[config.mk]
export PLATFORM = sky130hd
export DESIGN_NAME = gf180mcu_fd_sc_mcu7t5v0__xnor3_seq
export DESIGN_NICKNAME = d
export VERILOG_FILES = /design/src/rtl/xnor3_seq_pkg.sv /design/src/rtl/xnor3_seq_dp.sv /design/src/rtl/gf180mcu_fd_sc_mcu7t5v0__xnor3_seq.sv
export SDC_FILE = /design/constraint.sdc
export NUM_CORES = 1
export LEC_CHECK = 0
export ABC_AREA = 1
export CAP_MARGIN = 10
export CORE_ASPECT_RATIO = 0.75
export CORE_MARGIN = 5
export CORE_UTILIZATION = 37
export CTS_CLUSTER_DIAMETER = 120
export DETAILED_ROUTE_END_ITERATION = 8
export PLACE_DENSITY = 0.62
export REMOVE_ABC_BUFFERS = 1
export SLEW_MARGIN = 10
export SYNTH_ARGS = -nofsm -noshare
export SYNTH_HDL_FRONTEND = slang
export SYNTH_SLANG_ARGS = --single-unit
[constraint.sdc]
create_clock -name CLK -period 3.19 [get_ports CLK]
set_clock_uncertainty 0.2 [all_clocks]
set_input_delay 0.638 -clock CLK [delete_from_list [all_inputs] [get_ports CLK]]
set_output_delay 0.638 -clock CLK [all_outputs]
set_load 0.02 [all_outputs]
[src/rtl/xnor3_seq_pkg.sv]
// Shared types and constants for the three-operand sequential XNOR block.
// Optional parity output is controlled by XNOR3_SEQ_PARITY_EN in the top module.
package xnor3_seq_pkg;

   typedef enum logic [1:0] {
      S0 = 2'd0,
      S1 = 2'd1,
      S2 = 2'd2,
      SR = 2'd3
   } state_e;

   localparam int unsigned GrpCntW = 16;

endpackage

[src/rtl/xnor3_seq_dp.sv]
// Purely combinational bitwise three-input XNOR datapath.
module xnor3_seq_dp #(
   parameter int unsigned WIDTH = 8
) (
   input  logic [WIDTH-1:0] a_i,
   input  logic [WIDTH-1:0] b_i,
   input  logic [WIDTH-1:0] c_i,
   output logic [WIDTH-1:0] zn_o
);

   assign zn_o = ~(a_i ^ b_i ^ c_i);

endmodule

[src/rtl/gf180mcu_fd_sc_mcu7t5v0__xnor3_seq.sv]
// Collects three operand words by handshake and registers ZN = ~(A1^A2^A3) with a group count.
// Defining XNOR3_SEQ_PARITY_EN adds OUT_PAR, the registered XOR-reduction of ZN.
module gf180mcu_fd_sc_mcu7t5v0__xnor3_seq
   import xnor3_seq_pkg::*;
#(
   parameter int unsigned WIDTH = 8
) (
   input  logic               CLK,
   input  logic               RST,
   input  logic               CLR,
   input  logic [WIDTH-1:0]   IN_DATA,
   input  logic               IN_VALID,
   output logic               IN_READY,
   output logic [WIDTH-1:0]   ZN,
   output logic               OUT_VALID,
   input  logic               OUT_READY,
`ifdef XNOR3_SEQ_PARITY_EN
   output logic               OUT_PAR,
`endif
   output logic [GrpCntW-1:0] GRP_CNT
);

   state_e               state_q, state_d;
   logic [WIDTH-1:0]     a1_q, a1_d;
   logic [WIDTH-1:0]     a2_q, a2_d;
   logic [WIDTH-1:0]     zn_q, zn_d;
   logic [GrpCntW-1:0]   cnt_q, cnt_d;
   logic [WIDTH-1:0]     dp_zn;
   logic                 in_hs;
   logic                 out_hs;
`ifdef XNOR3_SEQ_PARITY_EN
   logic                 par_q, par_d;
`endif

   xnor3_seq_dp #(
      .WIDTH (WIDTH)
   ) u_dp (
      .a_i  (a1_q),
      .b_i  (a2_q),
      .c_i  (IN_DATA),
      .zn_o (dp_zn)
   );

   // Ready only stalls while a result is held; reset forces it high.
   assign IN_READY  = RST || (state_q != SR) || OUT_READY;
   assign OUT_VALID = (state_q == SR);
   assign in_hs     = IN_VALID && IN_READY;
   assign out_hs    = OUT_VALID && OUT_READY;
   assign ZN        = zn_q;
   assign GRP_CNT   = cnt_q;
`ifdef XNOR3_SEQ_PARITY_EN
   assign OUT_PAR   = par_q;
`endif

   always_comb begin
      state_d = state_q;
      a1_d    = a1_q;
      a2_d    = a2_q;
      zn_d    = zn_q;
      cnt_d   = cnt_q + GrpCntW'(out_hs);
`ifdef XNOR3_SEQ_PARITY_EN
      par_d   = par_q;
`endif
      case (state_q)
         S0: begin
            if (in_hs) begin
               a1_d    = IN_DATA;
               state_d = S1;
            end
         end
         S1: begin
            if (CLR) begin
               state_d = S0;
            end else if (in_hs) begin
               a2_d    = IN_DATA;
               state_d = S2;
            end
         end
         S2: begin
            if (CLR) begin
               state_d = S0;
            end else if (in_hs) begin
               zn_d    = dp_zn;
`ifdef XNOR3_SEQ_PARITY_EN
               par_d   = ^dp_zn;
`endif
               state_d = SR;
            end
         end
         SR: begin
            // A word accepted while the result leaves starts the next group.
            if (out_hs) begin
               if (in_hs) begin
                  a1_d    = IN_DATA;
                  state_d = S1;
               end else begin
                  state_d = S0;
               end
            end
         end
         default: state_d = S0;
      endcase
   end

   always_ff @(posedge CLK) begin
      if (RST) begin
         state_q <= S0;
         a1_q    <= '0;
         a2_q    <= '0;
         zn_q    <= '0;
         cnt_q   <= '0;
`ifdef XNOR3_SEQ_PARITY_EN
         par_q   <= 1'b0;
`endif
      end else begin
         state_q <= state_d;
         a1_q    <= a1_d;
         a2_q    <= a2_d;
         zn_q    <= zn_d;
         cnt_q   <= cnt_d;
`ifdef XNOR3_SEQ_PARITY_EN
         par_q   <= par_d;
`endif
      end
   end

endmodule

==> results.toml <==
[outcome]
status = "completed"

[finish]
final_layout_size_suffix_gt1_frac = 0.07018
areaGrowthSynthToFinish_pct = 23.54
final_cell_mix = "nand2_1 (125), nor2_1 (73), inv_1 (54)"
nNetsFinal = 413
diodes = 0
layoutNonFillerInstCount = 477
final_common_cell = "nand2_1"

[cts]
cts_setup_buffers = 0
clk_pin_slew_ps = 70
ctsHtreeMaxLevel = 2
clk_path_buf_depth = 2
clk_latency_ps = 290
cts_resized = 0
cts_tree = "built"
cts_hold_buf = 0
cts_root_buf = "clkbuf_8"
clock-sinks = 42
cts_inserted_buffers = 5

[synthesis]
synth_xor_area_frac = 0
synth_top_area_frac = 0.3775
ys_ff_latch = 42
yosysSeqAreaShare = 0.3775
synthMuxAreaShare = 0
synth_top_family_by_area = "simple AND/OR/NAND/NOR gates"
avgSynthCellArea_sq_um = 6.221
yosysWarningCount = 0
synth_compound_area_frac = 0.04494
syn_inst = 358
ys.flop_type = "dfxtp_1"
yosys.area_share.adder = 0.01124
synth_cell_types = 24
ys_async_sr_fraction = 0
synth_edf_count = 0
synthTopCellsByArea = "dfxtp_1 (38%), nand2_1 (21%), nor2_1 (12%)"
synth_top_area_cell = "dfxtp_1"
synth-simple-area-share = 0.4466
synth.cell_area_sq_um = 2227

[routing]
wire_per_inst_um = 9.342
via_count = 2043
final_antenna_net_count = 0
drt_iter0_drc = 76
drtPass1Iterations = 4
wl_um = 4456
vias_per_cell = 4.283
drc = 0

[placed_design]
place_inst = 469
dpl.hpwl_um = 3249
gp_congestion = 0.8090
io_buffer_count = 38

[worst_setup_path]
cp_num_buf_inv = 2
crit_arrival_ps = 1980
slowest_stage = "clkdlybuf4s50_1"
cp.depth = 4
r2r_cells = 10
start_kind = "input pin"
r2r_setup_slack_ps = 1270
crit_top_cell = "clkdlybuf4s50_1"
cp_top_family = "buffers and inverters"
endpoint = "IN_READY"
reg2reg_to = "GRP_CNT[12]"
cp-startpoint = "OUT_READY"
timing.rr.start = "state_q[0]"
critPathMaxFanout = 4
path_cells = "clkdlybuf4s50_1 -> nor2_4 -> nand2_4 -> clkdlybuf4s50_1"
crit_type = "input pin to output port"
cpPeakStageDelay_ps = 620
end_kind = "output port"
crit_required_ps = 2350

[floorplanning]
pin_count = 39
die_h_um = 77.19
coreArea_sq_um = 5826
die_area_sq_um = 7687
die_w_um = 99.59
fp-row-count = 24
initial_core_util = 0.3823

[power_and_ir_drop]
p_per_area_nw_per_um2 = 399.3
peakVddDrop_v = 0.0001437
p_leak_nw = 1.364

[global_route]
use_met1 = 0.1700
use_met2 = 0.1944
grt_max_degree = 39
grt_antenna_before_repair = 0
busiest_layer = "met2"
grt_pass1_wl_um = 7935
use_met3 = 0.02901
track_usage = 0.1256
overflow = 0
grt_pass1_vias = 1824

[timing]
tightest_slew_ps = 386.5
post-route-min-period_ps = 2814
rsz0062_at_grt = "no"
finalSetupTns_ps = 0
finalSetupViolCount = 0
final-max-slew-violation-count = 0
max_freq_mhz = 355.4
worst_slew_margin_rel = 0.7414
hold_viol_final = 0
period_share = 0.8821

[job]
drv_cap = 0

[min_path]
hold_class = "flop to flop"
[cells by family (layout without fill, tap and decap cells)]
| kind of cell | count (synthesis) | after routing |
|---|---|---|
| AND/OR/NAND/NOR | 234 | 234 |
| adder cells (fa/ha/maj) | 2 | 2 |
| AO/OA/AOI/OAI | 18 | 18 |
| flip-flops | 42 | 42 |
| buffers and inverters | 62 | 103 |
[state kept, by name (all words and copies together), names as in the netlist]
name     flops
state_q      2
GRP_CNT     16
ZN           8
a2_q         8
a1_q         8
[synthesized netlist by cell type (2+ instances only)]
library cell,count
buf_2,2
a21oi_1,7
buf_6,2
nor2_1,73
nand3_4,3
nor2_2,10
nand4_1,4
o21ai_0,6
dfxtp_1,42
nand2_2,3
nand3_1,14
a31oi_1,2
nand2_1,125
ha_1,2
inv_1,54
[power by group]
part,internal [mW],total [mW],switching [mW]
clock,0.175,0.349,0.174
sequential,0.550,0.565,0.0150
combinational,0.0723,0.185,0.113
total,0.797,1.10,0.302
[metal layers]
metal	wire length, um	part of all wire
met1	2306	0.52
met2	1877	0.42
met3	214	0.048
met4	59	0.013
met5	0	0
[worst min-delay path, cell delays in order, from the launching register on]
cell	delay [ps]
dfxtp_1	340
inv_1	60
a21oi_1	50
[layout make-up]
| class | count | area [sq um] |
|---|---|---|
| tap | 78 | 97.59 |
| inverter | 55 | 206.4 |
| clock inverter | 1 | 5.005 |
| fill | 630 | 3074 |
| sequential | 42 | 840.8 |
| timing repair buffer | 40 | 395.4 |
| multi-input combinational | 254 | 1120 |
| clock buffer | 7 | 86.33 |
[through the flow]
step	area, sq um	power [mW]	util	hold slack [ps]	setup slack, ps
finish	2751	1.099	0.4723	283.9	376.2
global placement	2660	0.7607	0.4566	270.3	374.2
CTS	2751	1.121	0.4723	283.9	364.9
floorplan	2167	0.7041	-	308.8	1215
global route	2751	1.176	0.4723	306.7	335.7
detailed placement	2660	0.7635	0.4566	271.5	370.2
[worst min-delay path by stage]
stage,cells after the start,endpoint,startpoint,slack [ps]
after global routing,2,GRP_CNT[4],GRP_CNT[4],310
after floorplan,4,a1_q[0],a1_q[0],310
after detailed placement,2,GRP_CNT[4],GRP_CNT[4],270
after CTS,2,GRP_CNT[4],GRP_CNT[4],280
final,2,GRP_CNT[4],GRP_CNT[4],280
after global placement,2,GRP_CNT[4],GRP_CNT[4],270
(Power assumes the default switching activity.)
